**src/rtl/kgp_mem_pkg.sv**
```systemverilog
// rtl/kgp_mem_pkg.sv - shared data-memory widths, owner enum and read-tag type
package kgp_mem_pkg;

    localparam int DMEM_ADDR_W = 10;
    localparam int DMEM_DATA_W = 32;

    typedef enum logic {
        OWN_CPU = 1'b0,
        OWN_DBG = 1'b1
    } owner_t;

    typedef struct packed {
        logic   rd;
        owner_t own;
    } tag_t;

    localparam tag_t TAG_IDLE = '{rd: 1'b0, own: OWN_CPU};

endpackage

```
**src/rtl/rr_arb2.sv**
```systemverilog
// rtl/rr_arb2.sv - two-input grant logic; round-robin when DMEM_ARB_RR_EN is defined, else fixed priority
module rr_arb2 (
    input  logic clk,
    input  logic rst,
    input  logic req0,
    input  logic req1,
    output logic gnt0,
    output logic gnt1
);

`ifdef DMEM_ARB_RR_EN
    // prio_q: 0 favours req0, 1 favours req1; flips to the loser after each grant
    logic prio_q, prio_d;

    always_comb begin
        gnt0   = req0 & (~req1 | ~prio_q);
        gnt1   = req1 & (~req0 |  prio_q);
        prio_d = prio_q;
        if (gnt0) begin
            prio_d = 1'b1;
        end else if (gnt1) begin
            prio_d = 1'b0;
        end
    end

    always_ff @(posedge clk or posedge rst) begin
        if (rst) begin
            prio_q <= 1'b0;
        end else begin
            prio_q <= prio_d;
        end
    end
`else
    // Fixed priority is stateless, so the clock and reset have no load here
    logic unused_clk_rst;
    assign unused_clk_rst = clk ^ rst;

    assign gnt0 = req0;
    assign gnt1 = req1 & ~req0;
`endif

endmodule

```
**src/rtl/dmem_port_arbiter.sv**
```systemverilog
// rtl/dmem_port_arbiter.sv - CPU/debug arbiter for the shared data-memory port; DMEM_ARB_RR_EN selects round-robin
module dmem_port_arbiter
    import kgp_mem_pkg::*;
#(
    parameter int ADDR_W = DMEM_ADDR_W,
    parameter int DATA_W = DMEM_DATA_W
) (
    input  logic              clk,
    input  logic              rst,
    input  logic              cpu_req,
    input  logic              cpu_we,
    input  logic [ADDR_W-1:0] cpu_addr,
    input  logic [DATA_W-1:0] cpu_wdata,
    output logic              cpu_gnt,
    output logic              cpu_stall,
    output logic              cpu_rvalid,
    output logic [DATA_W-1:0] cpu_rdata,
    input  logic              dbg_req,
    input  logic              dbg_we,
    input  logic [ADDR_W-1:0] dbg_addr,
    input  logic [DATA_W-1:0] dbg_wdata,
    output logic              dbg_gnt,
    output logic              dbg_rvalid,
    output logic [DATA_W-1:0] dbg_rdata,
    output logic              mem_ena,
    output logic              mem_wea,
    output logic [ADDR_W-1:0] mem_addr,
    output logic [DATA_W-1:0] mem_din,
    input  logic [DATA_W-1:0] mem_dout
);

    logic              req_cpu, req_dbg;
    logic              ena_q, ena_d;
    logic              wea_q, wea_d;
    logic [ADDR_W-1:0] addr_q, addr_d;
    logic [DATA_W-1:0] din_q, din_d;
    tag_t              tag0_q, tag0_d;
    tag_t              tag1_q;

    // Grants are suppressed while reset is held so every output reads 0
    assign req_cpu = cpu_req & ~rst;
    assign req_dbg = dbg_req & ~rst;

    rr_arb2 u_arb (
        .clk  (clk),
        .rst  (rst),
        .req0 (req_cpu),
        .req1 (req_dbg),
        .gnt0 (cpu_gnt),
        .gnt1 (dbg_gnt)
    );

    assign cpu_stall = req_cpu & ~cpu_gnt;

    always_comb begin
        ena_d  = cpu_gnt | dbg_gnt;
        wea_d  = 1'b0;
        addr_d = addr_q;
        din_d  = din_q;
        tag0_d = TAG_IDLE;
        if (cpu_gnt) begin
            wea_d  = cpu_we;
            addr_d = cpu_addr;
            din_d  = cpu_wdata;
            tag0_d = '{rd: ~cpu_we, own: OWN_CPU};
        end else if (dbg_gnt) begin
            wea_d  = dbg_we;
            addr_d = dbg_addr;
            din_d  = dbg_wdata;
            tag0_d = '{rd: ~dbg_we, own: OWN_DBG};
        end
    end

    always_ff @(posedge clk or posedge rst) begin
        if (rst) begin
            ena_q  <= 1'b0;
            wea_q  <= 1'b0;
            addr_q <= '0;
            din_q  <= '0;
            tag0_q <= TAG_IDLE;
            tag1_q <= TAG_IDLE;
        end else begin
            ena_q  <= ena_d;
            wea_q  <= wea_d;
            addr_q <= addr_d;
            din_q  <= din_d;
            tag0_q <= tag0_d;
            tag1_q <= tag0_q;
        end
    end

    assign mem_ena  = ena_q;
    assign mem_wea  = wea_q;
    assign mem_addr = addr_q;
    assign mem_din  = din_q;

    // Second tag stage lines up with mem_dout of the access granted two cycles earlier
    assign cpu_rvalid = tag1_q.rd & (tag1_q.own == OWN_CPU);
    assign dbg_rvalid = tag1_q.rd & (tag1_q.own == OWN_DBG);
    assign cpu_rdata  = cpu_rvalid ? mem_dout : '0;
    assign dbg_rdata  = dbg_rvalid ? mem_dout : '0;

endmodule
```
**config.mk**
```make
export PLATFORM = sky130hd
export DESIGN_NAME = dmem_port_arbiter
export DESIGN_NICKNAME = d
export VERILOG_FILES = /design/src/rtl/kgp_mem_pkg.sv /design/src/rtl/rr_arb2.sv /design/src/rtl/dmem_port_arbiter.sv
export SDC_FILE = /design/constraint.sdc
export NUM_CORES = 1
export LEC_CHECK = 0
export CAP_MARGIN = 25
export CORE_MARGIN = 3
export CORE_UTILIZATION = 34
export CTS_CLUSTER_DIAMETER = 30
export DETAILED_ROUTE_END_ITERATION = 6
export PLACE_DENSITY = 0.83
export SETUP_SLACK_MARGIN = 0.15
export SLEW_MARGIN = 25
export SYNTH_ARGS = -nofsm -noshare
export SYNTH_HDL_FRONTEND = slang
export SYNTH_SLANG_ARGS = --single-unit
```
**constraint.sdc**
```tcl
create_clock -name clk -period 2.8 [get_ports clk]
set_input_delay 0.42 -clock clk [delete_from_list [all_inputs] [get_ports clk]]
set_output_delay 0.42 -clock clk [all_outputs]
set_load 0.005 [all_outputs]
```
Word-level counts from Yosys, hierarchy flattened
Cells that the tools add are included.
- logic and storage cells: 30
- input bits: 122
- register bits after elaboration: 48
- output and inout port bits: 113
- reduce and logical (&&, ||, !) cells: 1
- bitwise logic cells: 11
- mux-type cells: 10
- operator list (operator ; count):
    32-bit 2-to-1 mux ; 4
    10-bit 2-to-1 mux ; 2
    1-bit AND ; 5
    1-bit NOT ; 5
    2-bit 2-to-1 mux ; 2
    1-bit 2-to-1 mux ; 2
    2-bit nonzero test ; 1
    1-bit bitwise OR ; 1

Longest topological paths before layout
Gate-level depths: netlist of the first run.
- word-level depth: 6
- gate-level depth with buffers: 4

Modules after synthesis
A second synthesis of the first run with hierarchy kept.
- cell total of the unflattened synthesis: 276
- area, all modules: 2697.6 um2
- by module, submodules not included (module ; cells an instance ; area each (um2) ; instances):
    dmem_port_arbiter ; 274 ; 2676.3 ; 1
    rr_arb2 ; 2 ; 21.3 ; 1

Worst setup path after synthesis of the first run
OpenSTA, ideal clock, no wires.
- kind: input port to output port
- from: in rst
- to: out dbg_gnt
- stages on the path: 4
- data arrival time: 2035 ps
- required time: 2380 ps
- slack: 345 ps
- cell sequence: buf_4 buf_2 inv_1 and2_1
- cells in the longest elaborated chain, start to end: 4
- elaborated cells on any way between the ends: 5
- classes of those cells: bitwise: 5
- ends and longest elaborated chain (what ; line ; text):
    start, declared ; dmem_port_arbiter.sv:9 ; input logic rst,
    1-bit NOT (*) ; dmem_port_arbiter.sv:41, dmem_port_arbiter.sv:42 ;
    1-bit AND ; dmem_port_arbiter.sv:41 ; assign req_cpu = cpu_req & ~rst;
    1-bit NOT ; rr_arb2.sv:39 ; assign gnt1 = req1 & ~req0;
    1-bit AND (*) ; rr_arb2.sv:39 ;
    end, declared ; dmem_port_arbiter.sv:22 ; output logic dbg_gnt,
Every way passes the cells marked *; elsewhere a longest branch is shown, timed or not.

Worst setup path in the final report of the first run
- from: reg tag1_q[0] (netlist bit)
- to: out cpu_rdata[19]
- cells in the longest elaborated chain, start to end: 3
- ends and longest elaborated chain (what ; line ; text):
    start, declared ; dmem_port_arbiter.sv:38 ; tag_t tag1_q;
    start signal, assigned ; dmem_port_arbiter.sv:88 ; tag1_q <= tag0_q;
    1-bit NOT ; dmem_port_arbiter.sv:98 ; assign cpu_rvalid = tag1_q.rd & (tag1_q.own == OWN_CPU);
    1-bit AND ; dmem_port_arbiter.sv:98 ;
    32-bit 2-to-1 mux ; dmem_port_arbiter.sv:100 ; assign cpu_rdata = cpu_rvalid ? mem_dout : '0;
    end, declared ; dmem_port_arbiter.sv:17 ; output logic [DATA_W-1:0] cpu_rdata,
Every way passes these cells.

==> report_table.html, run 1 <==
<table>
<tr><th>Metric</th><th>Value</th></tr>
<tr><th colspan="2">Routing</th></tr>
<tr><td>Violation count after the first detailed-routing iteration</td><td>between 150 and 200</td></tr>
<tr><td>Total wirelength of the detailed-routed design</td><td>10.8 mm</td></tr>
<tr><td>Antenna violation net count after detailed routing</td><td>0</td></tr>
<tr><td>Post-detailed-route wirelength per cell</td><td>16.5 µm</td></tr>
<tr><td>Detailed-route DRC error count</td><td>0</td></tr>
<tr><td>Total vias in the final route</td><td>3255</td></tr>
<tr><td>Vias per std cell</td><td>4.98</td></tr>
<tr><td>Detailed Routing Iterations Pass 1</td><td>5</td></tr>
<tr><th colspan="2">Final layout</th></tr>
<tr><td>Most used cells in the layout excluding fill and tap cells</td><td>clkdlybuf4s50_1, inv_1, dfrtp_1</td></tr>
<tr><td>Fraction of layout instances using a drive strength above 1</td><td>approximately 4.2%</td></tr>
<tr><td>Growth of design area from synthesis to finish</td><td>83.5%</td></tr>
<tr><td>Number of nets in the layout</td><td>approximately 670</td></tr>
<tr><td>Most frequent standard cell in the layout excluding fill and tap cells</td><td>clkdlybuf4s50_1</td></tr>
<tr><th colspan="2">Clock tree</th></tr>
<tr><td>Post-CTS Setup Inserts</td><td>0</td></tr>
<tr><td>Hold buffer count at CTS</td><td>0</td></tr>
<tr><td>CTS sink count</td><td>48</td></tr>
<tr><td>Number of gates given a new drive strength after cts</td><td>0</td></tr>
<tr><td>Root cell of the clock tree</td><td>clkbuf_8</td></tr>
<tr><td>CTS Buf Count</td><td>5</td></tr>
<tr><td>Latest clock arrival within the worst-skew pair</td><td>0.29 ns</td></tr>
<tr><td>Clock tree from TritonCTS</td><td>done</td></tr>
<tr><td>Maximum clock insertion buffer count</td><td>2</td></tr>
<tr><td>H-tree level count</td><td>2</td></tr>
<tr><td>Clock Pin Slew Worst Setup and Hold Paths</td><td>0.08 ns</td></tr>
<tr><th colspan="2">Worst setup path</th></tr>
<tr><td>Type of the worst setup path</td><td>flop to output pin</td></tr>
<tr><td>R2r startpoint</td><td>mem_addr[3]</td></tr>
<tr><td>Element type at the critical path start</td><td>flop</td></tr>
<tr><td>Worst Path Max Fanout</td><td>33</td></tr>
<tr><td>FF-to-FF setup slack</td><td>1.97 ns</td></tr>
<tr><td>Depth of the most critical reg-to-reg path</td><td>2</td></tr>
<tr><td>Worst setup EP type</td><td>output pin</td></tr>
<tr><td>Data arrival time of the critical path</td><td>~1.8 ns</td></tr>
<tr><td>CP required</td><td>2.38 ns</td></tr>
<tr><td>Reg-to-Reg End</td><td>mem_addr[3]</td></tr>
<tr><th colspan="2">Place</th></tr>
<tr><td>Global placement routability congestion</td><td>0.932</td></tr>
<tr><td>IO buf count</td><td>233</td></tr>
<tr><td>Post-Place Setup Slack</td><td>between 0.6 and 0.7 ns</td></tr>
<tr><td>Detail Placement HPWL</td><td>8.31 mm</td></tr>
<tr><th colspan="2">GRT</th></tr>
<tr><td>Number of global-route vias before repair</td><td>3230</td></tr>
<tr><td>Global-route congestion overflow total</td><td>0</td></tr>
<tr><td>First-pass GRT wire length</td><td>roughly 17 mm</td></tr>
<tr><td>Antenna violations before repair</td><td>2</td></tr>
<tr><td>Pin count of the biggest net entering global routing</td><td>53</td></tr>
<tr><td>Global-route usage over all layers</td><td>a little over a fifth</td></tr>
<tr><th colspan="2">Synthesis</th></tr>
<tr><td>Synthesized area</td><td>2950 µm²</td></tr>
<tr><td>Dominant cells by area after synthesis</td><td>dfrtp_1, nor4b_1, inv_1</td></tr>
<tr><td>Number of different library cells in the post-synthesis netlist</td><td>23</td></tr>
<tr><td>Async SR Flop Fraction</td><td>100%</td></tr>
<tr><td>Yosys top cell by area</td><td>dfrtp_1</td></tr>
<tr><td>Average cell area after synthesis</td><td>8.96 µm²</td></tr>
<tr><td>Net Count, Synth</td><td>451</td></tr>
<tr><td>Portion of the post-synthesis area used by sequential elements</td><td>between 40% and 50%</td></tr>
<tr><td>Number of synthesized flops with an enable pin</td><td>0</td></tr>
<tr><td>Fraction of synthesized cell area taken by the top area cell type</td><td>40.8%</td></tr>
<tr><td>Post-synthesis cell count</td><td>~330</td></tr>
<tr><td>Yosys warns</td><td>0</td></tr>
<tr><td>Leading register cell type out of synthesis</td><td>dfrtp_1</td></tr>
<tr><td>Number of storage elements in the synthesis netlist</td><td>48</td></tr>
<tr><th colspan="2">Worst hold path</th></tr>
<tr><td>Hold path cells</td><td>0</td></tr>
<tr><td>Hold wc startpoint</td><td>tag0_q[0]</td></tr>
<tr><td>Worst-case hold path end point</td><td>tag1_q[0]</td></tr>
<tr><td>Worst hold-check path type</td><td>flop to flop</td></tr>
<tr><th colspan="2">STA</th></tr>
<tr><td>RSZ-0062 raised after global routing</td><td>no</td></tr>
<tr><td>Maximum clock rate</td><td>452 MHz</td></tr>
<tr><td>Number of hold-slack violations in the final timing report</td><td>0</td></tr>
<tr><td>Min cycle time layout</td><td>2.21 ns</td></tr>
<tr><td>Final-layout setup total negative slack</td><td>0 ns</td></tr>
<tr><td>Worst Tran Pin Value</td><td>0.619 ns</td></tr>
<tr><td>Pins Over Slew Limit</td><td>0</td></tr>
<tr><td>Worst Clk Skew</td><td>between 0.006 and 0.007 ns</td></tr>
<tr><td>Relative slew margins</td><td>58.8%</td></tr>
<tr><td>Endpoints failing setup</td><td>0</td></tr>
<tr><td>Post-route setup slack</td><td>roughly 0.59 ns</td></tr>
<tr><td>Period Utilization, post-route</td><td>between 70% and 80%</td></tr>
<tr><th colspan="2">Floorplanning</th></tr>
<tr><td>Boundary Pins</td><td>235</td></tr>
<tr><td>Chip height</td><td>between 90 and 100 µm</td></tr>
<tr><td>Area of the placeable core</td><td>8300 µm²</td></tr>
<tr><td>Horizontal die dimension</td><td>99.1 µm</td></tr>
<tr><td>Starting utilization of the core area</td><td>between 30% and 40%</td></tr>
<tr><td>Standard-cell row count</td><td>33</td></tr>
<tr><td>Die Outline Area</td><td>9820 µm²</td></tr>
<tr><th colspan="2">Power and ir drop</th></tr>
<tr><td>Pwr/cell area</td><td>350 nW/µm²</td></tr>
<tr><td>Leakage power</td><td>between 2 and 2.5 nW</td></tr>
<tr><td>VDD IR max</td><td>196 µV</td></tr>
<tr><th colspan="2">Run</th></tr>
<tr><td>Max capacitance violation total</td><td>0</td></tr>
<tr><th colspan="2">Status</th></tr>
<tr><td>Outcome</td><td>complete, no violations</td></tr>
</table>
==> final cells by class <==
cell class	count	area, µm²
flip-flops and latches	48	1200
fillers	693	2890
inverters	58	218
well taps	105	131
clock inverters	1	7.51
diodes	2	5.00
multi-input cells	189	1350
clock buffers	7	86.3
repair buffers	244	2400
==> synthesized netlist by cell type, types with 2 or more instances <==
master and number:
and2_1 34, buf_4 4, a21oi_1 2, nor4b_1 28
nor2_1 14, inv_1 58, dfrtp_1 48, a222oi_1 14
and3_1 32, buf_2 14, a211oi_1 28, clkbuf_1 13
buf_6 3, nor3b_1 28
==> flip-flops by register name, indices dropped and copies added (netlist names) <==
| register | count |
|---|---|
| mem_din | 32 |
| mem_addr | 10 |
| tag0_q | 2 |
| tag1_q | 2 |
| mem_ena | 1 |
| mem_wea | 1 |
==> report_power, final <==
group	switching, mW	internal (mW)
registers	0.0448	0.775
logic	0.230	0.413
clock network	0.228	0.201
==> logic make-up (layout without fill, tap and decap cells) <==
group,count (synthesis),count (layout),share of synthesized area [%]
compound gates,45,45,12.6
buf+inv,92,310,13.6
simple gates,143,143,32.9
flops,48,48,40.8
other cells,1,3,0.127
==> worst max path at each step <==
stage                         start            end  slack [ns]  cells past startpoint
after detailed placement    dbg_req        dbg_gnt        0.60                      4
after global placement      dbg_req        dbg_gnt        0.60                      4
final                     tag1_q[0]  cpu_rdata[19]        0.59                      4
after global routing      tag1_q[0]  cpu_rdata[25]        0.47                      4
after CTS                 tag1_q[0]  cpu_rdata[19]        0.55                      4
after floorplan                 rst        dbg_gnt        0.35                      4
==> stage by stage <==
step                      power [mW]  util, %  instances  area [µm²]  hold WS (ns)
after floorplan                 1.05        -        329        2950         0.331
after global placement          1.47     64.0        644        5310         0.336
after detailed placement        1.48     64.0        644        5310         0.339
after CTS                       1.92     65.1        652        5400         0.357
after global routing            2.00     65.1        654        5410         0.373
final                           1.89     65.1        654        5410         0.355
==> critical path: stages, from the launching register on <==
cell	delay, ns
dfrtp_1	0.38
and2b_1	0.18
buf_4	0.25
and2_1	0.17
clkdlybuf4s50_1	0.53
==> per-layer routing <==
metal	share of wire, %	vias to the layer above	global-route usage [%]	routed length [µm]
li1	-	1573	-	-
met1	39	1520	25.5	4150
met2	52	149	39.1	5650
met3	7.4	13	4.35	801
met4	1.6	0	5.57	172
met5	0	-	0	0
Power figures use the tool's default switching activity.
==> inputs of run 2 (changes only) <==
==> constraint.sdc (replaced) <==
create_clock -name clk -period 2.3 [get_ports clk]
set_input_delay 0.345 -clock clk [delete_from_list [all_inputs] [get_ports clk]]
set_output_delay 0.345 -clock clk [all_outputs]
set_load 0.005 [all_outputs]
==> run 2 against run 1 <==
Critical path depth is the same. Highest routed layer unchanged. Largest power group unchanged. Non-clock buffer count is 2 higher. Sequential share of layout area fell by 0.14 points. Total power rose by 23%. Final area grew 0.62%. First-iteration DRC count rose by 17%. Via count grew 0.12%.
==> report_table.html, run 2 (same netlist as run 1, synthesis figures left out) <==
<table>
<tr><th>Metric</th><th>Value</th></tr>
<tr><th colspan="2">Routing</th></tr>
<tr><td>Total wirelength of the detailed-routed design</td><td>11.1 mm (was 10.8 mm)</td></tr>
<tr><td>Vias per std cell</td><td>4.98 (about the same)</td></tr>
<tr><td>Total vias in the final route</td><td>3259 (was 3255)</td></tr>
<tr><td>Antenna violation net count after detailed routing</td><td>0 (unchanged)</td></tr>
<tr><td>Detailed Routing Iterations Pass 1</td><td>6 (was 5)</td></tr>
<tr><td>Violation count after the first detailed-routing iteration</td><td>186 (was 159)</td></tr>
<tr><td>Detailed-route DRC error count</td><td>0 (unchanged)</td></tr>
<tr><td>Post-detailed-route wirelength per cell</td><td>17.0 µm (was 16.5 µm)</td></tr>
<tr><th colspan="2">STA</th></tr>
<tr><td>Period Utilization, post-route</td><td>90.4%</td></tr>
<tr><td>Post-route setup slack</td><td>0.220 ns (was 0.590 ns)</td></tr>
<tr><td>Final-layout setup total negative slack</td><td>0 ns (unchanged)</td></tr>
<tr><td>Worst Tran Pin Value</td><td>0.598 ns (was 0.619 ns)</td></tr>
<tr><td>Number of hold-slack violations in the final timing report</td><td>0 (unchanged)</td></tr>
<tr><td>Relative slew margins</td><td>60.2% (was 58.8%)</td></tr>
<tr><td>Endpoints failing setup</td><td>0 (unchanged)</td></tr>
<tr><td>Pins Over Slew Limit</td><td>0 (unchanged)</td></tr>
<tr><td>Worst Clk Skew</td><td>0.000853 ns (was 0.00686 ns)</td></tr>
<tr><td>RSZ-0062 raised after global routing</td><td>yes (was no)</td></tr>
<tr><td>Min cycle time layout</td><td>2.08 ns</td></tr>
<tr><td>Maximum clock rate</td><td>481 MHz</td></tr>
<tr><th colspan="2">Worst setup path</th></tr>
<tr><td>CP required</td><td>1.96 ns (was 2.38 ns)</td></tr>
<tr><td>Worst path depth</td><td>4 (unchanged)</td></tr>
<tr><td>Depth of the most critical reg-to-reg path</td><td>2 (unchanged)</td></tr>
<tr><td>Largest stage delay on the critical path</td><td>0.51 ns (was 0.53 ns)</td></tr>
<tr><td>Slowest stage cell, crit path</td><td>clkdlybuf4s50_1 (unchanged)</td></tr>
<tr><td>Critical path's top delay family</td><td>buffers and inverters (unchanged)</td></tr>
<tr><td>Crit path cell chain</td><td>and2b_1, buf_12, and2_1, clkdlybuf4s50_1 (was and2b_1, buf_4, and2_1, clkdlybuf4s50_1)</td></tr>
<tr><td>Critical path buffers and inverters</td><td>2 (unchanged)</td></tr>
<tr><td>Data arrival time of the critical path</td><td>1.73 ns (was 1.79 ns)</td></tr>
<tr><td>Worst Path Max Fanout</td><td>33 (unchanged)</td></tr>
<tr><td>Element type at the critical path start</td><td>flop (unchanged)</td></tr>
<tr><td>Type of the worst setup path</td><td>flop to output pin (unchanged)</td></tr>
<tr><td>Worst setup EP type</td><td>output pin (unchanged)</td></tr>
<tr><th colspan="2">GRT</th></tr>
<tr><td>Antenna violations before repair</td><td>1 (was 2)</td></tr>
<tr><td>Global-route congestion overflow total</td><td>0 (unchanged)</td></tr>
<tr><td>Global-route usage over all layers</td><td>21.3% (was 21.4%)</td></tr>
<tr><td>First-pass GRT wire length</td><td>16.9 mm (was 17.1 mm)</td></tr>
<tr><td>Pin count of the biggest net entering global routing</td><td>62 (was 53)</td></tr>
<tr><td>Number of global-route vias before repair</td><td>3324 (was 3230)</td></tr>
<tr><th colspan="2">Final layout</th></tr>
<tr><td>Growth of design area from synthesis to finish</td><td>84.6% (was 83.5%)</td></tr>
<tr><td>Flip-flop count of the largest register after layout</td><td>32 (unchanged)</td></tr>
<tr><td>Most frequent standard cell in the layout excluding fill and tap cells</td><td>clkdlybuf4s50_1 (unchanged)</td></tr>
<tr><td>Fraction of layout instances using a drive strength above 1</td><td>4.74% (was 4.20%)</td></tr>
<tr><td>Most used cells in the layout excluding fill and tap cells</td><td>clkdlybuf4s50_1, inv_1, dfrtp_1 (unchanged)</td></tr>
<tr><td>Non-Filler Instances</td><td>655 (was 654)</td></tr>
<tr><td>Number of nets in the layout</td><td>670 (was 668)</td></tr>
<tr><th colspan="2">Floorplanning</th></tr>
<tr><td>Boundary Pins</td><td>235 (unchanged)</td></tr>
<tr><td>Chip height</td><td>99.1 µm (unchanged)</td></tr>
<tr><td>Starting utilization of the core area</td><td>35.5% (unchanged)</td></tr>
<tr><td>Standard-cell row count</td><td>33 (unchanged)</td></tr>
<tr><td>Area of the placeable core</td><td>8300 µm² (unchanged)</td></tr>
<tr><td>Horizontal die dimension</td><td>99.1 µm (unchanged)</td></tr>
<tr><td>Die Outline Area</td><td>9820 µm² (unchanged)</td></tr>
<tr><th colspan="2">Worst hold path</th></tr>
<tr><td>Hold path cells</td><td>0 (unchanged)</td></tr>
<tr><td>Worst hold-check path type</td><td>flop to flop (unchanged)</td></tr>
<tr><th colspan="2">Clock tree</th></tr>
<tr><td>H-tree level count</td><td>2 (unchanged)</td></tr>
<tr><td>CTS sink count</td><td>48 (unchanged)</td></tr>
<tr><td>Latest clock arrival within the worst-skew pair</td><td>0.30 ns (was 0.29 ns)</td></tr>
<tr><td>Post-CTS Setup Inserts</td><td>0 (unchanged)</td></tr>
<tr><td>Root cell of the clock tree</td><td>clkbuf_8 (unchanged)</td></tr>
<tr><td>CTS Buf Count</td><td>5 (unchanged)</td></tr>
<tr><td>Clock Pin Slew Worst Setup and Hold Paths</td><td>0.09 ns (was 0.08 ns)</td></tr>
<tr><td>Clock tree from TritonCTS</td><td>done (unchanged)</td></tr>
<tr><td>Maximum clock insertion buffer count</td><td>2 (unchanged)</td></tr>
<tr><th colspan="2">Run</th></tr>
<tr><td>Max capacitance violation total</td><td>0 (unchanged)</td></tr>
<tr><th colspan="2">Status</th></tr>
<tr><td>Outcome</td><td>complete, no violations (unchanged)</td></tr>
<tr><th colspan="2">Place</th></tr>
<tr><td>Detail Placement HPWL</td><td>8.62 mm (was 8.31 mm)</td></tr>
<tr><td>Post-Place Setup Slack</td><td>0.273 ns (was 0.603 ns)</td></tr>
<tr><td>IO buf count</td><td>233 (unchanged)</td></tr>
<tr><td>Number of cells in the design after placement</td><td>646 (was 644)</td></tr>
<tr><td>Global placement routability congestion</td><td>0.897 (was 0.932)</td></tr>
<tr><th colspan="2">Power and ir drop</th></tr>
<tr><td>Leakage power</td><td>2.40 nW (was 2.37 nW)</td></tr>
<tr><td>VDD IR max</td><td>274 µV (was 196 µV)</td></tr>
<tr><td>Pwr/cell area</td><td>427 nW/µm² (was 350 nW/µm²)</td></tr>
</table>
run 2: timing repair:
action,4_1_cts,5_1_grt
hold buffers,0,0
gates resized for setup,1,3
setup endpoints to repair,5,28
endpoints found under the hold margin,0,0
run 2: through the flow:
stage                     area (µm²)  hold WS (ns)  power, mW  utilization (%)
after floorplan                 2950         0.331       1.28                -
after global placement          5330         0.339       1.79             64.2
after detailed placement        5330         0.336       1.81             64.2
after CTS                       5430         0.358       2.34             65.4
after global routing            5440         0.361       2.45             65.6
final                           5440         0.354       2.32             65.6
run 2: per-layer routing:
metal / vias up / GRT usage (%) / wire, µm
li1: 1568 / - / -
met1: 1500 / 24.1 / 4140
met2: 169 / 39.6 / 5790
met3: 22 / 4.49 / 878
met4: 0 / 7.14 / 299
met5: - / 0 / 0
run 2: layout make-up:
class / instances / area [µm²]
diodes: 1 / 2.50
clock inverters: 2 / 13.8
well taps: 105 / 131
clock buffers: 6 / 82.6
fillers: 688 / 2860
inverters: 58 / 221
flip-flops and latches: 48 / 1200
multi-input cells: 189 / 1350
repair buffers: 246 / 2430
run 2: power by group:
part           total (mW)  internal, mW  switching [mW]
clock               0.532         0.246           0.286
sequential           1.00         0.944          0.0576
combinational       0.791         0.508           0.283
total                2.32          1.70           0.627
run 2: final timing paths:
| path | start | endpoint | slack (ns) |
|---|---|---|---|
| setup / recovery | tag1_q[0] | cpu_rdata[19] | 0.22 |
| hold / removal | tag0_q[0] | tag1_q[0] | 0.35 |
| setup reg to reg | mem_addr[1] | mem_addr[1] | 1.45 |
| hold reg to reg | tag0_q[0] | tag1_q[0] | 0.35 |
| max in group asynchronous | rst | mem_din[1] | 1.53 |
| min in group asynchronous | rst | tag0_q[0] | 0.37 |
